**config.mk**
```make
export PLATFORM = sky130hd
export DESIGN_NAME = mem_port_arbiter
export DESIGN_NICKNAME = d
export VERILOG_FILES = /design/src/rtl/mem_arb_pkg.sv /design/src/rtl/mem_arb_rr2.sv /design/src/rtl/mem_port_arbiter.sv
export SDC_FILE = /design/constraint.sdc
export NUM_CORES = 1
export LEC_CHECK = 0
export BUFFER_PORTS_ARGS = -buffer_cell sky130_fd_sc_hd__buf_2
export CAP_MARGIN = 15
export CORE_ASPECT_RATIO = 1.75
export CORE_MARGIN = 4
export CORE_UTILIZATION = 30
export CTS_BUF_LIST = sky130_fd_sc_hd__clkbuf_4 sky130_fd_sc_hd__clkbuf_8
export DETAILED_ROUTE_END_ITERATION = 8
export PLACE_DENSITY = 0.61
export SYNTH_ARGS = -nofsm -noshare
export SYNTH_HDL_FRONTEND = slang
export SYNTH_SLANG_ARGS = --single-unit
export TNS_END_PERCENT = 1
```
**constraint.sdc**
```tcl
create_clock -name clk -period 2.27 [get_ports clk]
set_input_delay 0.681 -clock clk [delete_from_list [all_inputs] [get_ports clk]]
set_output_delay 0.681 -clock clk [all_outputs]
set_load 0.03 [all_outputs]
```
**src/rtl/mem_arb_pkg.sv**
```systemverilog
// rtl/mem_arb_pkg.sv - shared types for the system RAM port arbiter
// Purpose: sequencer state encoding and requester port indices used by
// mem_port_arbiter and mem_arb_rr2.
// Ports: none (package).
package mem_arb_pkg;

  typedef enum logic [1:0] {
    IDLE   = 2'd0,
    ACCESS = 2'd1,
    WAIT   = 2'd2,
    DONE   = 2'd3
  } state_t;

  localparam logic PORT_CPU = 1'b0;
  localparam logic PORT_DMA = 1'b1;

endpackage

```
**src/rtl/mem_arb_rr2.sv**
```systemverilog
// rtl/mem_arb_rr2.sv - combinational two-way round-robin pick
// Purpose: choose which of the CPU / DMA requesters gets the RAM next.
// Ports:
//   req    in  2  request bits, bit 0 = CPU, bit 1 = DMA
//   pri    in  1  port favoured when both request
//   winner out 1  index of the chosen port (meaningful only when valid)
//   valid  out 1  at least one request present
module mem_arb_rr2
  import mem_arb_pkg::*;
(
  input  logic [1:0] req,
  input  logic       pri,
  output logic       winner,
  output logic       valid
);

  always_comb begin
    valid  = |req;
    winner = PORT_CPU;
    case (req)
      2'b01:   winner = PORT_CPU;
      2'b10:   winner = PORT_DMA;
      2'b11:   winner = pri;
      default: winner = PORT_CPU;
    endcase
  end

endmodule

```
**src/rtl/mem_port_arbiter.sv**
```systemverilog
// rtl/mem_port_arbiter.sv - CPU / DMA arbiter and sequencer for the single-port RAM
// Purpose: grant the RAM round-robin, issue one access strobe, wait the RAM's
// read latency, then pulse a one-cycle acknowledge with registered read data.
// Ports:
//   clk, rst_n           clock, asynchronous active-low reset
//   req[1:0], we[1:0]    per-port request / write qualifier (0 = CPU, 1 = DMA)
//   addr0/1, wdata0/1    per-port address and write data
//   ack[1:0]             one-cycle completion pulse to the granted port
//   rdata                read data, held until the next read completes
//   busy, owner          sequencer active / current-or-last granted port
//   mem_addr, mem_wdata  RAM address and write data
//   mem_re, mem_we       RAM read / write strobes
//   mem_rdata            RAM read data, valid RD_LAT cycles after mem_re
module mem_port_arbiter
  import mem_arb_pkg::*;
#(
  parameter int ADDR_W = 9,
  parameter int DATA_W = 32,
  parameter int RD_LAT = 1
) (
  input  logic              clk,
  input  logic              rst_n,
  input  logic [1:0]        req,
  input  logic [1:0]        we,
  input  logic [ADDR_W-1:0] addr0,
  input  logic [ADDR_W-1:0] addr1,
  input  logic [DATA_W-1:0] wdata0,
  input  logic [DATA_W-1:0] wdata1,
  output logic [1:0]        ack,
  output logic [DATA_W-1:0] rdata,
  output logic              busy,
  output logic              owner,
  output logic [ADDR_W-1:0] mem_addr,
  output logic [DATA_W-1:0] mem_wdata,
  output logic              mem_re,
  output logic              mem_we,
  input  logic [DATA_W-1:0] mem_rdata
);

  localparam logic [2:0] LAT = 3'(RD_LAT);

  state_t     state;
  logic       pri;
  logic       lat_we;
  logic [2:0] cnt;
  logic       winner;
  logic       valid;

  mem_arb_rr2 u_rr (
    .req    (req),
    .pri    (pri),
    .winner (winner),
    .valid  (valid)
  );

  // mem_addr / mem_wdata double as the latched transaction registers, so the
  // requester's inputs are free to change once the grant is taken.
  always_ff @(posedge clk or negedge rst_n) begin
    if (!rst_n) begin
      state     <= IDLE;
      pri       <= PORT_CPU;
      owner     <= PORT_CPU;
      lat_we    <= 1'b0;
      cnt       <= 3'd0;
      rdata     <= '0;
      ack       <= 2'b00;
      busy      <= 1'b0;
      mem_addr  <= '0;
      mem_wdata <= '0;
      mem_re    <= 1'b0;
      mem_we    <= 1'b0;
    end else begin
      case (state)
        IDLE: begin
          if (valid) begin
            owner     <= winner;
            pri       <= ~winner;
            mem_addr  <= winner ? addr1 : addr0;
            mem_wdata <= winner ? wdata1 : wdata0;
            lat_we    <= we[winner];
            // strobes are registered here so they appear in the ACCESS cycle
            mem_we    <= we[winner];
            mem_re    <= ~we[winner];
            busy      <= 1'b1;
            state     <= ACCESS;
          end
        end
        ACCESS: begin
          mem_we <= 1'b0;
          mem_re <= 1'b0;
          if (lat_we) begin
            ack   <= 2'b01 << owner;
            state <= DONE;
          end else begin
            cnt   <= LAT;
            state <= WAIT;
          end
        end
        WAIT: begin
          cnt <= cnt - 3'd1;
          // count of 1 marks the cycle in which the RAM data is valid
          if (cnt == 3'd1) begin
            rdata <= mem_rdata;
            ack   <= 2'b01 << owner;
            state <= DONE;
          end
        end
        DONE: begin
          ack   <= 2'b00;
          busy  <= 1'b0;
          state <= IDLE;
        end
        default: state <= IDLE;
      endcase
    end
  end

endmodule

```
==> summary.md <==
| Metric | Value |
|---|---|
| Status | `completed` |
| Total CTS buffers | `9` |
| Switching Fraction | `44.1%` |
| Post-cts hold buffer count | `0` |
| Clk root buf | `clkbuf_8` |
| Internal power | `4540 uW` |
| Buf/Inv on CP | `2` |
| Fin Hold WS | `265 ps` |
| Worst-Margin Slew | `974 ps` |
| First-pass GRT wire length | `15.8 mm` |
| Post-CTS Repair Setup Buffers | `0` |
| FMAX | `520 MHz` |
| Most numerous cell in the Yosys netlist | `dfrtp_1` |
| Final WL | `9.84 mm` |
| Mapped Area | `3700 um2` |
| Warnings, synthesis | `0` |
| Tmin final | `1920 ps` |
| Maxcap violations | `0` |
| Path type of the worst min-delay path | `in2async` |
| Share of cells above drive strength 1 | `54.3%` |
| Post-synthesis sequential area ratio | `between 50% and 60%` |
| IO buf count | `198` |
| NetSw | `about 3600 uW` |
| Startpoint types | `flip-flop` |
| Combinational power share | `53.1%` |
| Avg Inst Size Synth | `approximately 13 um2` |
| H-tree depth | `3` |
| Final Max Tran Viols | `0` |
| Asr flop ratio synth | `100%` |
| # diodes | `0` |
| Cells after Synth | `277` |
| Worst path max stage delay | `760 ps` |
| Post-synth EDFFs | `0` |
| Final Hold Fails | `0` |
| Syn Nets | `404` |
| CTS tree | `yes` |
| WL per Instance | `roughly 15 um` |
| Peak supply drop | `758 uV` |
| Endpoints failing setup | `0` |
| Row cnt | `53` |
| CTS Sinks | `86` |
| First DRT Iteration DRCs | `93` |
| Clock network fraction of design power | `13.6%` |
| Largest area contributor in the netlist | `dfrtp_1` |
| Relative slew slack | `approximately a third` |
| Synth area leaders | `dfrtp_1 58%, a22o_1 10%, mux2_2 10%` |
| Critical path, cell by cell | `inv_1 -> ha_1 -> inv_2 -> nor2_4 -> a21o_1` |
| Hpwl dp | `7.51 mm` |
| RSZ-0062 raised after global routing | `no` |
| Initial antenna violation count | `0` |
| Synth cell count leaders | `86 x dfrtp_1, 44 x a22o_1, 43 x a21o_1` |
| Initial Utilization | `30.6%` |
| Family with the most delay on the worst path | `simple AND/OR/NAND/NOR gates` |
| Leakage power | `0.00286 uW` |
| Post-synth top flop | `dfrtp_1` |
| Tot GR Track Use | `between 10 and 15%` |
| Detail-routed via count per cell | `between 4 and 5` |
| Number of global-route vias before repair | `3315` |
| CP Capture Type | `flip-flop` |
| WS Path Type | `reg2reg` |
| Post-CTS Resized | `0` |
| Via count | `approximately 3k` |
| Worst-path cell with the longest stage delay | `nor2_4` |
| Pin count of the biggest net entering global routing | `43` |
| Post-synthesis cell type count | `28` |
| Final nets | `~600` |
| FILL cells | `1179` |
| Core Region | `12100 um2` |
| Gp weighted congestion | `0.749` |
| Worst Path Required | `2560 ps` |
| Clock Path Buffers | `2` |
| Flops & latches, synth | `86` |
| Critical path fanouts, max | `42` |
| Multi-input logic area | `1420 um2` |
| Die area | `between 10000 and 15000 um2` |
| Clock transition at the registers of the reported paths | `90 ps` |
| Final period util | `between 80% and 90%` |
| Drt drc | `0` |
| Antenna Nets Post-Route | `0` |
| Post-route setup TNS | `0 ps` |
| DIE HEIGHT | `155 um` |
| Iteration count of the initial detailed-routing pass | `4` |
| Die Wd | `between 90 and 100 um` |
| Part of the power in registers | `33.3%` |
| Ports | `roughly 200` |
| GR Overflow Total | `0` |
| Worst path arrival time | `2210 ps` |
| Share of the synthesized area in the top cell type | `58.2%` |
| Sequential Area | `2150 um2` |
| Area growth syn-to-layout | `38.0%` |
| Power per Cell Area | `1590 nW/um2` |
| Clk_skew | `14.0 ps` |
| Clock Latency Late Sink | `~360 ps` |
## final timing paths
path                          start       endpoint  slack [ps]  cells after the start
hold / removal                rst_n  mem_wdata[30]         270                      1
setup reg to reg           state[0]   mem_wdata[1]         350                      5
min in group clk           rdata[4]       rdata[4]         500                      1
hold reg to reg            rdata[4]       rdata[4]         500                      1
max in group asynchronous     rst_n         cnt[1]        1330                      2
setup / recovery           state[0]   mem_wdata[1]         350                      5
## sequential cells by signal, summed over array words and instances, names as in the netlist
name / count
busy: 1
rdata: 32
mem_re: 1
mem_wdata: 32
pri: 1
lat_we: 1
mem_addr: 9
ack: 2
cnt: 3
owner: 1
state: 2
mem_we: 1
## placed cells by master (no fill, tap or decap), drive strengths merged, types with 2 or more instances in the layout
cell | Yosys | routed
mux2 | 35 | 35
nand2 | 9 | 9
clkinv | 0 | 2
nor2 | 5 | 5
a21oi | 2 | 2
inv | 9 | 9
dfrtp | 86 | 86
o21ai | 9 | 9
buf | 16 | 207
clkinvlp | 0 | 2
a21o | 43 | 43
ha | 7 | 7
a22o | 44 | 44
nand3b | 2 | 2
clkbuf | 0 | 11
## logic make-up after synthesis
logic type	Yosys count	synth area share, %
AOI/OAI and AO/OA	103	22.1
adders and majority gates	7	2.37
buffers and inverters	25	3.82
DFF	86	58.2
muxes	36	10.9
and+or+nand+nor	20	2.57
## layout make-up
type	instances	share of cell area [%]
Sequential cell	86	42.2
Multi-Input combinational cell	166	27.8
Timing Repair Buffer	207	21.3
Tap cell	165	4.05
Clock buffer	11	2.84
Clock inverter	5	1.15
Inverter	9	0.662
## power by group through the flow
stage | logic [uW] | registers, uW | clock network (uW)
finish | 4310 | 2710 | 1100
global route | 4650 | 2800 | 1230
CTS | 4380 | 2710 | 1160
detailed placement | 4360 | 2730 | 0
global placement | 4290 | 2710 | 0
floorplan | 1750 | 4080 | 0
## routing by layer
metal  share of wire, %  track usage (%)  vias to the layer above
li1                   -                -                     1414
met1                 38             15.3                     1456
met2                 51             24.5                      136
met3                8.8             4.50                       12
met4                1.9             5.81                        0
met5                  0                0                        -
## stage by stage
step	utilization [%]	power (uW)	std cells	instance area [um2]	setup WS (ps)
after floorplan	-	5820	277	3700	688
after global placement	40.6	6990	633	4900	165
after detailed placement	40.6	7090	633	4900	123
after CTS	42.3	8250	649	5100	298
after global routing	42.3	8670	649	5100	188
final	42.3	8120	649	5100	345
Power figures use the tool's default switching activity.
